File: src/rtl/morse_scheduler.sv
// Morse letter scheduler: letter FIFO plus a playback FSM that drives the
// datapath load/shift strobes and the dot/dash LEDs in unit ticks.
module morse_scheduler #(
  parameter int DEPTH      = 4,
  parameter int DASH_UNITS = 3,
  parameter int LGAP_UNITS = 3
) (
  input  logic       CLOCK_50,
  input  logic       rst,
  input  logic       tick_i,
  input  logic       push_i,
  input  logic [2:0] letter_i,
  output logic       full_o,
  output logic [2:0] level_o,
  output logic       load_o,
  output logic [2:0] letter_o,
  output logic       shift_o,
  input  logic       data_i,
  input  logic [2:0] size_i,
  output logic       dot_o,
  output logic       dash_o,
  output logic       busy_o,
  output logic [2:0] state_o
);

  typedef enum logic [2:0] {
    S_IDLE = 3'd0,
    S_LOAD = 3'd1,
    S_WAIT = 3'd2,
    S_MARK = 3'd3,
    S_SGAP = 3'd4,
    S_LGAP = 3'd5
  } state_e;

  localparam int AW   = $clog2(DEPTH);
  localparam int MAXU = (DASH_UNITS > LGAP_UNITS) ? DASH_UNITS : LGAP_UNITS;
  localparam int CW   = $clog2(MAXU + 1);
  localparam logic [CW-1:0] DASH_N  = CW'(DASH_UNITS);
  localparam logic [CW-1:0] LGAP_N  = CW'(LGAP_UNITS);
  localparam logic [2:0]    DEPTH_N = 3'(DEPTH);

  state_e          state_q, state_d;
  logic [CW-1:0]   cnt_q, cnt_d;
  logic            first_q;
  logic            sym_q, sym_d;
  logic            last_q, last_d;
  logic [AW-1:0]   rd_q, wr_q;
  logic [2:0]      count_q, count_d;
  logic [2:0]      mem_q [DEPTH];
  logic [2:0]      letter_q, letter_d;
  logic            full_q, load_q, shift_q, shift_d;
  logic            dot_q, dash_q, busy_q;
  logic            tk, pop, push_ok, level_nz;
  logic [CW-1:0]   mark_n;

  // A tick on the first cycle of any state is ignored.
  assign tk       = tick_i & ~first_q;
  assign pop      = (state_q == S_LOAD);
  assign push_ok  = push_i & ((count_q != DEPTH_N) | pop);
  assign level_nz = (count_q != 3'd0) | push_i;
  assign mark_n   = sym_q ? DASH_N : CW'(1);

  always_comb begin
    count_d = count_q;
    if (push_ok & ~pop)
      count_d = count_q + 3'd1;
    else if (pop & ~push_ok)
      count_d = count_q - 3'd1;
  end

  always_comb begin
    state_d  = state_q;
    sym_d    = sym_q;
    last_d   = last_q;
    shift_d  = 1'b0;
    letter_d = letter_q;
    unique case (state_q)
      S_IDLE: if (count_q != 3'd0) state_d = S_LOAD;
      S_LOAD: state_d = S_WAIT;
      S_WAIT: begin
        if (size_i == 3'd0) begin
          state_d = S_IDLE;
        end else begin
          sym_d   = data_i;
          last_d  = (size_i == 3'd1);
          state_d = S_MARK;
        end
      end
      S_MARK: begin
        if (tk && (cnt_q + CW'(1)) == mark_n) begin
          shift_d = 1'b1;
          state_d = last_q ? S_LGAP : S_SGAP;
        end
      end
      S_SGAP: begin
        if (tk) begin
          sym_d   = data_i;
          last_d  = (size_i == 3'd1);
          state_d = S_MARK;
        end
      end
      S_LGAP: begin
        if (tk && (cnt_q + CW'(1)) == LGAP_N)
          state_d = level_nz ? S_LOAD : S_IDLE;
      end
      default: state_d = S_IDLE;
    endcase
    // An empty FIFO can only reach LOAD via a same-cycle push.
    if (state_d == S_LOAD)
      letter_d = (count_q == 3'd0) ? letter_i : mem_q[rd_q];
  end

  always_comb begin
    cnt_d = cnt_q;
    if (state_d != state_q)
      cnt_d = '0;
    else if (tk && (state_q == S_MARK || state_q == S_LGAP))
      cnt_d = cnt_q + CW'(1);
  end

  always_ff @(posedge CLOCK_50) begin
    if (push_ok) mem_q[wr_q] <= letter_i;
  end

  always_ff @(posedge CLOCK_50 or posedge rst) begin
    if (rst) begin
      state_q  <= S_IDLE;
      cnt_q    <= '0;
      first_q  <= 1'b0;
      sym_q    <= 1'b0;
      last_q   <= 1'b0;
      rd_q     <= '0;
      wr_q     <= '0;
      count_q  <= 3'd0;
      full_q   <= 1'b0;
      letter_q <= 3'd0;
      load_q   <= 1'b0;
      shift_q  <= 1'b0;
      dot_q    <= 1'b0;
      dash_q   <= 1'b0;
      busy_q   <= 1'b0;
    end else begin
      state_q  <= state_d;
      cnt_q    <= cnt_d;
      first_q  <= (state_d != state_q);
      sym_q    <= sym_d;
      last_q   <= last_d;
      if (pop)     rd_q <= rd_q + AW'(1);
      if (push_ok) wr_q <= wr_q + AW'(1);
      count_q  <= count_d;
      full_q   <= (count_d == DEPTH_N);
      letter_q <= letter_d;
      load_q   <= (state_d == S_LOAD);
      shift_q  <= shift_d;
      dot_q    <= (state_d == S_MARK) & ~sym_d;
      dash_q   <= (state_d == S_MARK) & sym_d;
      busy_q   <= (state_d != S_IDLE);
    end
  end

  assign full_o   = full_q;
  assign level_o  = count_q;
  assign load_o   = load_q;
  assign letter_o = letter_q;
  assign shift_o  = shift_q;
  assign dot_o    = dot_q;
  assign dash_o   = dash_q;
  assign busy_o   = busy_q;
  assign state_o  = state_q;

endmodule

File: config.mk
export PLATFORM = sky130hd
export DESIGN_NAME = morse_scheduler
export DESIGN_NICKNAME = d
export VERILOG_FILES = /design/src/rtl/morse_scheduler.sv
export SDC_FILE = /design/constraint.sdc
export NUM_CORES = 1
export LEC_CHECK = 0
export BUFFER_PORTS_ARGS = -buffer_cell sky130_fd_sc_hd__clkbuf_2
export CORE_ASPECT_RATIO = 1.25
export CORE_MARGIN = 2
export CORE_UTILIZATION = 55
export DETAILED_ROUTE_END_ITERATION = 8
export PLACE_DENSITY_LB_ADDON = 0.1
export REMOVE_ABC_BUFFERS = 1
export SYNTH_ARGS = -nofsm -noshare
export SYNTH_HDL_FRONTEND = slang
export SYNTH_SLANG_ARGS = --single-unit
File: constraint.sdc
create_clock -name CLOCK_50 -period 2.73 [get_ports CLOCK_50]
set_input_delay 0.273 -clock CLOCK_50 [delete_from_list [all_inputs] [get_ports CLOCK_50]]
set_output_delay 0.273 -clock CLOCK_50 [all_outputs]
set_load 0.02 [all_outputs]
Word level (Yosys, flattened, before mapping) --
Memories as Yosys holds them, arrays and structs flattened. Index checks and enable logic that the tools add are counted.
Cells by class: mux-type cells 24, add/subtract/negate cells 5, reductions and logical operators 12, bitwise gates (word level) 12, equal/unequal tests 15
Operators with widths (count):
- $mux 3 | 7
- $pmux 3 s6 | 1
- $mux 1 | 10
- $eq 3x1->1 const B | 3
- $eq 3x2->1 const B | 3
- $eq 3x3->1 const B | 3
- $logic_not 3->1 | 3
- $mux 2 | 4
- $add 2x1->2 const B | 3
- $and 1x1->1 | 6
- $reduce_bool 3->1 | 2
- $ne 2x2->1 const B | 2
- $not 1->1 | 4
- $pmux 1 s2 | 2
- $reduce_bool 2->1 | 2
- $add 3x1->3 const B | 1
- $logic_and 1x1->1 | 3
- $ne 3x3->1 | 1
- $ne 3x3->1 const B | 1
- $reduce_and 3->1 | 1
- $sub 3x1->3 const B | 1
- $eq 2x2->1 | 1
- $eq 2x2->1 const B | 1
- $or 1x1->1 | 2
- $logic_or 1x1->1 | 1
Word-level totals: word-level logic and storage cells 84, memory bits (writable) 12, bits of input ports 11, memories kept 1, register bits 24, output and inout bits 15
Memories:
- mem_q | depth 4, width 3, rd ports 1, clocked after Yosys merged registers in 0, wr ports 1, line 49 | logic [2:0] mem_q [DEPTH];

Logic depth before layout (Yosys ltp) --
Gate-level depths: netlist (run 1).
depth after elaboration 8, depth in mapped cells 7, mapped depth without buffers 7

Least setup slack after synthesis (run 1) --
OpenSTA, ideal clock, no wires.
path kind reg-to-reg, start point register count_q[0], in the netlist level_o[0], end point register cnt_q[0], slack 0.735 ns, cell stages (with the launch flop) 8, clock period less this slack 1.995 ns, buffers on the path 0, data arrival time 1.923 ns, required time 2.658 ns, library setup time 0.072 ns, cells stage by stage dfrtp_1 inv_1 ha_1 nand2b_1 or4b_1 a311oi_2 o211ai_1 nor2_1
On the way: longest elaborated chain between the ends 7, elaborated cells on any way between the ends 9, classes of those cells eq/ne (1); mux (5); bitwise (1); reduce/logical (2)
RTL lines:
- from (decl) | line 48 | logic [2:0] count_q, count_d;
- from (signal assigned) | line 150 | count_q <= count_d;
- $reduce_bool 3->1 (*) | line 60, 78
- $or 1x1->1 | line 60 | assign level_nz = (count_q != 3'd0) | push_i;
- $mux 1 | line 104 | state_d = level_nz ? S_LOAD : S_IDLE;
- $mux 3 | line 103 | if (tk && (cnt_q + CW'(1)) == LGAP_N)
- $pmux 3 s6 (*) | line 77 | unique case (state_q)
- $ne 3x3->1 (*) | line 115 | if (state_d != state_q)
- $mux 2 / $reduce_bool 2->1 (equally long branches)
- to (signal assigned) | line 144 | cnt_q <= cnt_d;
- to (decl) | line 43 | logic [CW-1:0] cnt_q, cnt_d;
Every way passes the cells marked *; elsewhere a longest branch is shown, timed or not. A chain may end at the register's enable or synchronous reset.

Final worst setup path (run 1) --
start point register count_q[1], in the netlist level_o[1], end point register cnt_q[1]
The elaborated chain is that of the path after synthesis.

==> reports/metrics.json, run 1 <==
{
  "floorplan": {
    "floorplan.die_area_sq_um": 3663,
    "die_width_microns": 54.53,
    "start_util": 0.5851,
    "fp-row-count": 22,
    "floorplan.core_area_sq_um": 3000,
    "io-pin-count": 26,
    "die_y_microns": 67.17
  },
  "global_route": {
    "grt_first_pass_wirelength_microns": 5382,
    "use_met2": 0.3705,
    "track_usage": 0.2134,
    "grt_most_used_layer": "met2",
    "globalRouteMet1Util": 0.2332,
    "antenna_violations_before_repair": 0,
    "grt_pass1_vias": 1211,
    "largest_net_degree_at_the_start_of_global_routing": 25,
    "grt-ovfl-total": 0,
    "globalRouteMet3Util": 0.05310
  },
  "clocking": {
    "cts-buffers-inserted": 5,
    "post_cts.repair.setup_buffers": 0,
    "cts_max_level": 2,
    "tritoncts_clock_tree": "done",
    "clkLatencyLatePin_ns": 0.34,
    "cts.root.buffer_cell": "sky130_fd_sc_hd__clkbuf_4",
    "postCtsHoldBufs": 0,
    "ctsLongestPathBuffers": 2,
    "cts.repair.resized": 0,
    "clkSlewWorstSetupHoldPaths_ns": 0.12,
    "tritoncts_num_sinks": 36
  },
  "detailed_routing": {
    "antenna_violating_nets_remaining": 0,
    "totalWireLength_microns": 3151,
    "drt_drc_violations_left": 0,
    "vias_per_inst": 5.599,
    "per_cell_routed_wire_length_microns": 14.86,
    "drt_first_iter_violations": 13,
    "dr_total_vias": 1187,
    "dr.pass1.iters": 4
  },
  "sta": {
    "finalHoldViolCount": 0,
    "fin_crit_ns": 2.109,
    "fin_worst_hold_slack_ns": 0.09295,
    "worstMarginPinSlew_ns": 0.9104,
    "timing.final.ws_setup_ns": 0.6206,
    "finalClockSkew_ns": 0.01685,
    "slew-limit-headroom": 0.3924,
    "slew_violations": 0,
    "fin_setup_tns_ns": 0,
    "min_period_over_period": 0.7727,
    "finalSetupViolCount": 0,
    "rsz0062_at_grt": "no",
    "max_freq_mhz": 474.1
  },
  "critical_path": {
    "critical_path_peak_fanout": 5,
    "critical_path.max_stage_delay_ns": 0.53,
    "type_of_the_setup_path_with_the_least_slack": "reg2reg",
    "timing.critical_path.cells": "inv_1 > ha_1 > nand2b_1 > or4b_1 > a311oi_2 > o211ai_1 > nor2_1",
    "cp-end-kind": "register",
    "required_ns": 3.01,
    "worst_setup_path_start_kind": "register",
    "crit_arrival_ns": 2.39,
    "worst_path_max_delay_cell": "sky130_fd_sc_hd__or4b_1"
  },
  "cells_and_area": {
    "number_of_antenna_diodes": 0,
    "finish.net_count": 194,
    "stdcell_count": 212,
    "syn_to_final_growth_pct": 11.97,
    "final_area_sq_um": 1966,
    "drive_above_1_share": 0.2784,
    "layout.core_utilization": 0.6551,
    "filler_cell_count": 255
  },
  "placed_design": {
    "io_buffers": 25,
    "place_worst_setup_slack_ns": 0.5861,
    "gpl.final_weighted_congestion": 0.7458,
    "place_hpwl_microns": 2449,
    "placed_cells": 204,
    "post_dp_cell_area_sq_um": 1909
  },
  "yosys": {
    "synth_top_area_cell": "sky130_fd_sc_hd__dfrtp_1",
    "ys_top_cells_by_count": "sky130_fd_sc_hd__dfrtp_1 (24), sky130_fd_sc_hd__edfxtp_1 (12), sky130_fd_sc_hd__inv_1 (11), sky130_fd_sc_hd__nand2_1 (10), sky130_fd_sc_hd__nor2_1 (10)",
    "synth-main-ff-cell": "sky130_fd_sc_hd__dfrtp_1",
    "ys_ff_latch": 36,
    "synth_warnings": 0,
    "synthCells": 147,
    "synth.cell_area_sq_um": 1755,
    "synth-seq-area-share": 0.5474,
    "yosys-top-cells-area": "sky130_fd_sc_hd__dfrtp_1 (34%), sky130_fd_sc_hd__edfxtp_1 (21%), sky130_fd_sc_hd__ha_1 (5.7%), sky130_fd_sc_hd__mux2_2 (3.8%), sky130_fd_sc_hd__mux4_2 (3.8%)",
    "yosys.area.top_type_share": 0.3421,
    "netlist-cell-type-count": 38,
    "yosys.cell_count.top_type": "sky130_fd_sc_hd__dfrtp_1",
    "ys_async_sr_fraction": 0.6667,
    "synth_enable_flop_cells": 12,
    "avgSynthCellArea_sq_um": 11.94
  },
  "status": {
    "outcome": "finished, final reports clean"
  },
  "power_and_ir_drop": {
    "total_power_mw": 2.316,
    "max-vdd-ir-drop_uv": 639.2,
    "total_power_per_unit_cell_area_nw_per_um2": 1178,
    "p_leak_nw": 0.8799
  },
  "job": {
    "timing.max_cap.violations": 0
  },
  "hold_path": {
    "min-delay-path-class": "in2async"
  }
}
worst max-delay path: cells and delay by family, from the launching register on:
kind | cells | cell delay [ns]
compound gates | 2 | 0.53
simple gates | 3 | 0.83
buf+inv | 1 | 0.09
fa+ha+maj | 1 | 0.17
flops | 1 | 0.44
flip-flops by register name, summed over array words and instances, names as in the netlist, 2 cells and up:
register / cells
cnt_q: 2
letter_o: 3
level_o: 3
mem_q: 12
rd_q: 2
state_o: 3
wr_q: 2
metal layers:
metal / vias up / wire length (microns)
met1: 579 / 1269
li1: 577 / -
met2: 26 / 1696
met5: - / 0
met4: 0 / 51
met3: 5 / 133
area by class of cell:
| class | count | area [sq um] | share of cell area |
|---|---|---|---|
| clock inverter | 3 | 18.77 | 0.009548 |
| inverter | 11 | 41.29 | 0.02101 |
| multi-input combinational | 96 | 737.0 | 0.3749 |
| clock buffer | 5 | 37.54 | 0.01910 |
| tap | 36 | 45.04 | 0.02292 |
| sequential | 36 | 960.9 | 0.4889 |
| timing repair buffer | 25 | 125.1 | 0.06365 |
final timing paths:
check / cells after the start / start / endpoint / slack [ns]
worst min-delay path: 2 / rst / rd_q[0] / 0.09
min in group CLOCK_50: 2 / data_i / dot_o / 0.15
worst max register to register: 7 / level_o[1] / cnt_q[1] / 0.62
worst min register to register: 2 / last_q / last_q / 0.51
worst max-delay path: 7 / level_o[1] / cnt_q[1] / 0.62
max in group asynchronous: 2 / rst / rd_q[1] / 2.07
power breakdown:
group | leakage (nW) | internal, mW | switching, mW
clock network | 0.0349 | 0.0988 | 0.177
registers | 0.406 | 0.760 | 0.191
logic | 0.439 | 0.483 | 0.608
total | 0.880 | 1.34 | 0.975
cell families after synthesis:
kind of cell,count (synthesis),synth area share
adder cells (fa/ha/maj),8,0.05702
flip-flops,36,0.5474
AND/OR/NAND/NOR,47,0.1504
buffers and inverters,15,0.03278
AO/OA/AOI/OAI,25,0.09979
XOR/XNOR,6,0.02994
multiplexers,10,0.08267
placed cells by master (no fill, tap or decap), drive strengths merged, types with 4 or more instances in the layout:
cell,n
clkbuf,30
dfrtp,24
edfxtp,12
inv,11
nor2,10
nand2,10
ha,8
nand2b,6
o21ai,6
mux2,6
a21oi,5
xnor2,5
nand3,4
and2,4
nor3b,4
No activity file was read; power rests on OpenSTA's default activity.
==> inputs of run 2 (changes only) <==
- ABC_AREA: not set -> 1
- CORE_UTILIZATION: 55 -> 51
- clock period: 2.73 -> 1.8 ns (I/O delays scaled with it)
==> run 2 against run 1 <==
  * Non-clock buffer count up 9
  * Clock power rose to 2.5 times the previous value
  * Sequential power up 46%
  * Synthesized cell count increased by 34%
  * Critical path type unchanged
  * Largest power group unchanged
  * Highest routed layer unchanged
==> reports/metrics.json, run 2 <==
{
  "status": {
    "outcome": "finished, final reports clean"
  },
  "yosys": {
    "ys_async_sr_fraction": {"value": 0.6667, "change": "unchanged"},
    "yosys.cell_count.top_type": "sky130_fd_sc_hd__nand2_1",
    "netlist-cell-type-count": {"value": 29, "change": "-24%"},
    "synth.cell_area": {"value": 1883, "unit": "sq um", "change": "+7.3%"},
    "yosys-top-cells-area": "sky130_fd_sc_hd__dfrtp_1 (32%), sky130_fd_sc_hd__edfxtp_1 (19%), sky130_fd_sc_hd__nand2_1 (7.0%), sky130_fd_sc_hd__ha_1 (5.3%), sky130_fd_sc_hd__nor2_1 (5.2%)",
    "synth_enable_flop_cells": {"value": 12, "change": "unchanged"},
    "synthCells": {"value": 197, "change": "+34%"},
    "synth_top_area_cell": "sky130_fd_sc_hd__dfrtp_1",
    "synth_warnings": {"value": 0, "change": "unchanged"},
    "avgSynthCellArea": {"value": 9.559, "unit": "sq um", "change": "-20%"},
    "synth-seq-area-share": {"value": 0.5103, "change": "-0.03710"},
    "synth-main-ff-cell": "sky130_fd_sc_hd__dfrtp_1",
    "ys_ff_latch": {"value": 36, "change": "unchanged"},
    "ys_top_cells_by_count": "sky130_fd_sc_hd__nand2_1 (35), sky130_fd_sc_hd__nor2_1 (26), sky130_fd_sc_hd__inv_1 (25), sky130_fd_sc_hd__dfrtp_1 (24), sky130_fd_sc_hd__o21ai_0 (13)",
    "yosys.area.top_type_share": {"value": 0.3189, "change": "-0.02319"}
  },
  "cells_and_area": {
    "most-common-layout-cells": "sky130_fd_sc_hd__nand2_1 (30), sky130_fd_sc_hd__clkbuf_2 (25), sky130_fd_sc_hd__nor2_1 (24), sky130_fd_sc_hd__dfrtp_1 (24), sky130_fd_sc_hd__inv_1 (23)",
    "largest_register_ffs": {"value": 12, "change": "unchanged"},
    "final_common_cell": "sky130_fd_sc_hd__nand2_1",
    "stdcell_count": {"value": 278, "change": "+31%"},
    "number_of_antenna_diodes": {"value": 0, "change": "unchanged"},
    "filler_cell_count": {"value": 307, "change": "+20%"},
    "top_register": "mem_q",
    "drive_above_1_share": {"value": 0.3347, "change": "+0.05632"},
    "finish.net_count": {"value": 257, "change": "+32%"},
    "syn_to_final_growth_pct": 20.86
  },
  "sta": {
    "slew_violations": {"value": 0, "change": "unchanged"},
    "timing.final.ws_setup": {"value": 0.08551, "unit": "ns", "change": "-0.5351 ns"},
    "finalSetupViolCount": {"value": 0, "change": "unchanged"},
    "fin_worst_hold_slack": {"value": 0.08674, "unit": "ns", "change": "-0.006208 ns"},
    "worstMarginPinSlew": {"value": 0.4171, "unit": "ns", "change": "-0.4933 ns"},
    "min_period_over_period": {"value": 0.9525, "change": "+0.1798"},
    "fin_crit": {"value": 1.714, "unit": "ns", "change": "-0.3949 ns"},
    "max_freq": {"value": 583.3, "unit": "MHz", "change": "+23%"},
    "rsz0062_at_grt": "yes",
    "slew-limit-headroom": {"value": 0.7220, "change": "+0.3295"},
    "finalHoldViolCount": {"value": 0, "change": "unchanged"},
    "finalClockSkew": {"value": 0.004796, "unit": "ns", "change": "-0.01205 ns"}
  },
  "critical_path": {
    "cp-end-kind": "register",
    "required": {"value": 1.98, "unit": "ns", "change": "-1.03 ns"},
    "timing.critical_path.cells": "inv_2 > ha_4 > inv_2 > nand2_1 > nand2_2 > nor2_4 > nand2_2 > inv_2 > or2_4 > nor2_4 > nand2_4 > nand2_1 > o21ai_2",
    "type_of_the_setup_path_with_the_least_slack": "reg2reg",
    "worstReg2RegStart": "cnt_q[0]",
    "worst-path-buf-inv": {"value": 3, "change": "+2"},
    "worst_setup_path_start_kind": "register",
    "critical_path.max_stage_delay": {"value": 0.39, "unit": "ns", "change": "-0.14 ns"},
    "critPathMostFrequentCell": "sky130_fd_sc_hd__inv_2",
    "worst_path_max_delay_cell": "sky130_fd_sc_hd__dfrtp_1",
    "crit_arrival": {"value": 1.89, "unit": "ns", "change": "-0.50 ns"},
    "critical_path_peak_fanout": {"value": 7, "change": "+2"},
    "startpoint": "cnt_q[0]",
    "critical-path-top-delay-family": "simple AND/OR/NAND/NOR gates"
  },
  "clocking": {
    "clkSlewWorstSetupHoldPaths": {"value": 0.07, "unit": "ns", "change": "-0.05 ns"},
    "cts_max_level": {"value": 2, "change": "unchanged"},
    "cts.root.buffer_cell": "sky130_fd_sc_hd__clkbuf_8",
    "cts-buffers-inserted": {"value": 5, "change": "unchanged"},
    "ctsLongestPathBuffers": {"value": 2, "change": "unchanged"},
    "tritoncts_clock_tree": "done",
    "clkLatencyLatePin": {"value": 0.29, "unit": "ns", "change": "-0.05 ns"},
    "tritoncts_num_sinks": {"value": 36, "change": "unchanged"}
  },
  "detailed_routing": {
    "maxUsedRoutingLayer": "met4",
    "met2_length": {"value": 1847, "unit": "microns", "change": "+8.9%"},
    "totalWireLength": {"value": 3499, "unit": "microns", "change": "+11%"},
    "drt-met1-wl": {"value": 1382, "unit": "microns", "change": "+8.9%"},
    "antenna_violating_nets_remaining": {"value": 0, "change": "unchanged"},
    "dr_total_vias": {"value": 1402, "change": "+18%"},
    "per_cell_routed_wire_length": {"value": 12.59, "unit": "microns", "change": "-15%"},
    "met3_wirelength": {"value": 169, "unit": "microns", "change": "+27%"},
    "vias_per_inst": {"value": 5.043, "change": "-9.9%"},
    "drt_drc_violations_left": {"value": 0, "change": "unchanged"},
    "drt_first_iter_violations": {"value": 51, "change": "+38"},
    "dr.pass1.iters": {"value": 4, "change": "unchanged"}
  },
  "floorplan": {
    "floorplan.die_area": {"value": 4197, "unit": "sq um", "change": "+15%"},
    "fp-row-count": {"value": 24, "change": "+9.1%"},
    "die_width": {"value": 58.35, "unit": "microns", "change": "+7.0%"},
    "io-pin-count": {"value": 26, "change": "unchanged"},
    "floorplan.core_area": {"value": 3513, "unit": "sq um", "change": "+17%"},
    "start_util": {"value": 0.5360, "change": "-0.04910"},
    "die_y": {"value": 71.94, "unit": "microns", "change": "+7.1%"}
  },
  "power_and_ir_drop": {
    "total_power": {"value": 4.115, "unit": "mW", "change": "+78%"},
    "total_power_per_unit_cell_area": {"value": 1808, "unit": "nW/um^2", "change": "+53%"},
    "p_leak": {"value": 1.112, "unit": "nW", "change": "+26%"},
    "max-vdd-ir-drop": {"value": 1190, "unit": "uV", "change": "+86%"}
  },
  "hold_path": {
    "min-delay-path-class": "in2reg",
    "worstHoldStart": "size_i[2]"
  },
  "global_route": {
    "grt_first_pass_wirelength": {"value": 5761, "unit": "microns", "change": "+7.0%"},
    "antenna_violations_before_repair": {"value": 0, "change": "unchanged"},
    "grt_pass1_vias": {"value": 1354, "change": "+12%"},
    "grt-ovfl-total": {"value": 0, "change": "unchanged"},
    "largest_net_degree_at_the_start_of_global_routing": {"value": 25, "change": "unchanged"},
    "track_usage": {"value": 0.1837, "change": "-0.02967"}
  },
  "placed_design": {
    "gpl.final_weighted_congestion": {"value": 0.8336, "change": "+12%"},
    "placed_cells": {"value": 268, "change": "+31%"},
    "place_hpwl": {"value": 2627, "unit": "microns", "change": "+7.3%"},
    "io_buffers": {"value": 25, "change": "unchanged"},
    "place_worst_setup_slack": {"value": -0.02086, "unit": "ns", "change": "-0.6070 ns"}
  },
  "job": {
    "timing.max_cap.violations": {"value": 0, "change": "unchanged"}
  }
}
[run 2: cell types whose count changed after synthesis, sizes merged, moves of 8 or more]
| cell | previous run | this run |
|---|---|---|
| inv | 11 | 29 |
| nand3 | 4 | 12 |
| nor2 | 10 | 31 |
| o21ai | 6 | 19 |
| nand2 | 10 | 41 |
[run 2: final cells by class]
cell class,instances,area [sq um],area share
Clock buffer,5,68.82,0.03024
Clock inverter,3,42.54,0.01869
Inverter,31,121.4,0.05333
Multi-Input combinational cell,130,838.3,0.3683
Sequential cell,36,960.9,0.4222
Tap cell,39,48.80,0.02144
Timing Repair Buffer,34,195.2,0.08576
[run 2: report_power, final]
group	internal, mW	leakage (nW)	switching (mW)
Combinational	0.767	0.653	1.27
Sequential	1.13	0.405	0.251
Clock	0.409	0.0541	0.286
[run 2: repair_timing]
action	in CTS	in global routing
endpoints found under the hold margin	24	0
resized for setup	1	11
gates cloned	0	0
endpoints found under the setup margin	5	7
pin swaps	0	4
hold buffers	1	0
buffers inserted	0	1
[run 2: cells by family after synthesis]
family                   share of synthesized area
flip-flops                                  0.5103
buffers and inverters                      0.06445
adder cells (fa/ha/maj)                    0.05316
AO/OA/AOI/OAI                              0.07774
XOR/XNOR                                   0.02791
AND/OR/NAND/NOR                             0.2505
multiplexers                               0.01595
[run 2: worst paths after layout]
kind,end,slack [ns],depth (start not counted)
min in group asynchronous,wr_q[1],0.45,4
setup / recovery,letter_o[2],0.09,13
max in group asynchronous,shift_o,1.11,4
hold reg to reg,letter_o[1],0.48,2
hold / removal,last_q,0.09,2
setup reg to reg,letter_o[2],0.09,13
[run 2: per-layer routing]
metal	track usage	vias to the layer above
li1	-	707
met1	0.1998	653
met2	0.3159	30
met3	0.06061	12
met4	0.09044	0
met5	0	-
[run 2: through the flow]
step                  util  area [sq um]  TNS (ns)
floorplan                -          1883         0
detailed placement  0.6004          2110  -0.05351
global placement    0.6004          2110         0
global route        0.6478          2276  -0.09912
CTS                 0.6385          2243         0
finish              0.6478          2276         0
==> inputs of run 3 (changes only) <==
- ABC_AREA: 1 -> not set
- CORE_UTILIZATION: 51 -> 50
==> run 3 against run 2 <==
  * The flow now finishes with violations (negative setup slack)
  * Sequential power barely moved
  * First-iteration DRC count fell by 9.8%
  * Hold slack improved by 0.019 ns
  * Largest power group unchanged
  * Global-route usage rose by 1.9 points
  * Design area rose by 3.2%
  * Wire length rose by 1.7%
  * Register-to-register slack got worse by 0.12 ns
==> reports/metrics.json, run 3 (synthesis results as in run 1) <==
{
  "placed_design": {
    "gpl.final_weighted_congestion": {"value": 0.7770, "change": "-6.8%"},
    "placed_cells": {"value": 227, "change": "-15%"},
    "post_dp_cell_area": {"value": 2063, "unit": "sq um", "change": "-2.2%"},
    "place_worst_setup_slack": {"value": -0.1266, "unit": "ns", "change": "-0.1057 ns"},
    "place_hpwl": {"value": 2650, "unit": "microns", "change": "+0.88%"},
    "io_buffers": {"value": 25, "change": "unchanged"}
  },
  "critical_path": {
    "ff2ff_path_depth": {"value": 7, "change": "-6"},
    "crit_arrival": {"value": 2.05, "unit": "ns", "change": "+0.16 ns"},
    "required": {"value": 2.02, "unit": "ns", "change": "+0.04 ns"},
    "worstReg2RegStart": "level_o[1]",
    "type_of_the_setup_path_with_the_least_slack": "reg2reg",
    "critical_path_peak_fanout": {"value": 3, "change": "-4"},
    "cp-end-kind": "register",
    "worst_setup_path_start_kind": "register",
    "worst-r2r-setup-slack": {"value": -0.03, "unit": "ns", "change": "-0.12 ns"},
    "crit-reg2reg-capture": "cnt_q[0]"
  },
  "detailed_routing": {
    "dr_total_vias": {"value": 1317, "change": "-6.1%"},
    "per_cell_routed_wire_length": {"value": 14.52, "unit": "microns", "change": "+15%"},
    "vias_per_inst": {"value": 5.376, "change": "+6.6%"},
    "totalWireLength": {"value": 3557, "unit": "microns", "change": "+1.7%"},
    "dr.pass1.iters": {"value": 4, "change": "unchanged"},
    "drt_drc_violations_left": {"value": 0, "change": "unchanged"},
    "antenna_violating_nets_remaining": {"value": 0, "change": "unchanged"},
    "drt_first_iter_violations": {"value": 46, "change": "-9.8%"}
  },
  "cells_and_area": {
    "number_of_antenna_diodes": {"value": 0, "change": "unchanged"},
    "drive_above_1_share": {"value": 0.4563, "change": "+0.1216"},
    "final_area": {"value": 2349, "unit": "sq um", "change": "+3.2%"},
    "final_common_cell": "sky130_fd_sc_hd__buf_4",
    "filler_cell_count": {"value": 270, "change": "-12%"},
    "syn_to_final_growth_pct": 33.78,
    "most-common-layout-cells": "sky130_fd_sc_hd__buf_4 (29), sky130_fd_sc_hd__clkbuf_2 (25), sky130_fd_sc_hd__dfrtp_1 (23), sky130_fd_sc_hd__edfxtp_1 (12), sky130_fd_sc_hd__nor2_1 (10)",
    "stdcell_count": {"value": 245, "change": "-12%"},
    "layout.core_utilization": {"value": 0.6860, "change": "+0.03825"},
    "finish.net_count": {"value": 224, "change": "-13%"},
    "largest_register_ffs": {"value": 12, "change": "unchanged"},
    "top_register": "mem_q"
  },
  "power_and_ir_drop": {
    "p_leak": {"value": 1.062, "unit": "nW", "change": "-4.5%"},
    "p_int": {"value": 2.799, "unit": "mW", "change": "+21%"},
    "seq_power_share": {"value": 0.306, "change": "-0.031"},
    "power_frac_comb": {"value": 0.539, "change": "+0.045"},
    "switching_share": {"value": 0.3805, "change": "-0.05784"},
    "total_power_per_unit_cell_area": {"value": 1924, "unit": "nW/um^2", "change": "+6.4%"},
    "total_switching_power": {"value": 1.719, "unit": "mW", "change": "-4.7%"},
    "total_power": {"value": 4.518, "unit": "mW", "change": "+9.8%"},
    "max-vdd-ir-drop": {"value": 1251, "unit": "uV", "change": "+5.1%"},
    "p_clk_frac": {"value": 0.156, "change": "-0.013"}
  },
  "global_route": {
    "track_usage": {"value": 0.2029, "change": "+0.01914"},
    "grt_first_pass_wirelength": {"value": 6216, "unit": "microns", "change": "+7.9%"},
    "grt_pass1_vias": {"value": 1431, "change": "+5.7%"},
    "antenna_violations_before_repair": {"value": 0, "change": "unchanged"},
    "largest_net_degree_at_the_start_of_global_routing": {"value": 25, "change": "unchanged"},
    "grt-ovfl-total": {"value": 0, "change": "unchanged"}
  },
  "clocking": {
    "cts_max_level": {"value": 2, "change": "unchanged"},
    "ctsLongestPathBuffers": {"value": 2, "change": "unchanged"},
    "tritoncts_num_sinks": {"value": 36, "change": "unchanged"},
    "clkSlewWorstSetupHoldPaths": {"value": 0.07, "unit": "ns", "change": "about the same"},
    "cts.root.buffer_cell": "sky130_fd_sc_hd__clkbuf_8",
    "tritoncts_clock_tree": "done",
    "cts-buffers-inserted": {"value": 5, "change": "unchanged"},
    "clkLatencyLatePin": {"value": 0.29, "unit": "ns", "change": "about the same"}
  },
  "floorplan": {
    "fp-row-count": {"value": 24, "change": "unchanged"},
    "die_y": {"value": 70.25, "unit": "microns", "change": "-2.3%"},
    "floorplan.die_area": {"value": 4004, "unit": "sq um", "change": "-4.6%"},
    "floorplan.core_area": {"value": 3423, "unit": "sq um", "change": "-2.6%"},
    "die_width": {"value": 57.00, "unit": "microns", "change": "-2.3%"},
    "io-pin-count": {"value": 26, "change": "unchanged"},
    "start_util": {"value": 0.5128, "change": "-0.02318"}
  },
  "sta": {
    "slew_violations": {"value": 0, "change": "unchanged"},
    "fin_worst_hold_slack": {"value": 0.1055, "unit": "ns", "change": "+0.01880 ns"},
    "fin_setup_tns": {"value": -0.03185, "unit": "ns", "change": "-0.03185 ns"},
    "max_freq": {"value": 546.6, "unit": "MHz", "change": "-6.3%"},
    "finalSetupViolCount": {"value": 2, "change": "+2"},
    "finalClockSkew": {"value": 0.003592, "unit": "ns", "change": "-0.001204 ns"},
    "min_period_over_period": {"value": 1.016, "change": "+0.06389"},
    "finalHoldViolCount": {"value": 0, "change": "unchanged"},
    "timing.final.ws_setup": {"value": -0.02949, "unit": "ns", "change": "-0.1150 ns"},
    "rsz0062_at_grt": "yes",
    "fin_crit": {"value": 1.829, "unit": "ns", "change": "+0.1150 ns"},
    "slew-limit-headroom": {"value": 0.7263, "change": "+0.004358"},
    "worstMarginPinSlew": {"value": 0.4074, "unit": "ns", "change": "-0.009672 ns"}
  },
  "hold_path": {
    "hold_depth": {"value": 2, "change": "unchanged"},
    "worstHoldStart": "data_i",
    "min-delay-path-class": "in2reg",
    "whs_endpoint": "dot_o"
  },
  "status": {
    "outcome": "complete, but fails checks",
    "violated_checks": "negative setup slack"
  },
  "job": {
    "timing.max_cap.violations": {"value": 0, "change": "unchanged"}
  }
}
-- run 3: cell count changes in the layout (fill, tap and decap cells not counted), sizes merged, moves of 8 or more --
cell   before  now
buf         8   29
nor2       31   10
nand3      12    4
inv        29   11
o21ai      19    6
nand2      41   10
-- run 3: power by group through the flow --
stage	Clock [mW]	Sequential [mW]	Combinational [mW]
final	0.703	1.38	2.43
after global routing	0.748	1.43	2.68
after CTS	0.711	1.38	2.29
after detailed placement	0	1.39	2.06
after global placement	0	1.37	1.99
after floorplan	0	1.58	1.08
-- run 3: critical path, cell delays in order (launching register included) --
cell and delay (ns):
sky130_fd_sc_hd__dfrtp_1 0.39, sky130_fd_sc_hd__inv_2 0.08, sky130_fd_sc_hd__ha_4 0.15, sky130_fd_sc_hd__nand2b_4 0.05
sky130_fd_sc_hd__or4b_4 0.50, sky130_fd_sc_hd__a311oi_4 0.29, sky130_fd_sc_hd__o211ai_1 0.16, sky130_fd_sc_hd__nor2_1 0.13
-- run 3: how the worst max path moves through the flow --
stage / start / to
3_5_place_dp: level_o[0] / cnt_q[0]
5_1_grt: level_o[0] / cnt_q[0]
3_3_place_gp: level_o[0] / cnt_q[1]
6_report: level_o[1] / cnt_q[0]
2_1_floorplan: level_o[0] / cnt_q[0]
4_1_cts: level_o[0] / cnt_q[0]
-- run 3: area by class of cell --
type / instances / area, sq um / share of cell area
Sequential cell: 36 / 962.2 / 0.4097
Clock inverter: 3 / 42.54 / 0.01811
Timing Repair Buffer: 55 / 352.8 / 0.1502
Inverter: 11 / 41.29 / 0.01758
Multi-Input combinational cell: 96 / 832.0 / 0.3543
Tap cell: 39 / 48.80 / 0.02078
Clock buffer: 5 / 68.82 / 0.02930
-- run 3: repair_timing --
action / CTS / global route
hold buffers: 1 / 0
setup endpoints to repair: 9 / 11
resized for setup: 11 / 10
buffers inserted: 7 / 2
gates cloned: 0 / 0
pin swaps: 5 / 7
endpoints found under the hold margin: 24 / 0
-- run 3: per-layer routing --
layer | track usage | wire [microns] | part of all wire | vias up
li1 | - | - | - | 631
met1 | 0.2217 | 1337 | 0.38 | 646
met2 | 0.3602 | 1974 | 0.55 | 30
met3 | 0.04630 | 130 | 0.037 | 10
met4 | 0.1008 | 114 | 0.032 | 0
met5 | 0 | 0 | 0 | -
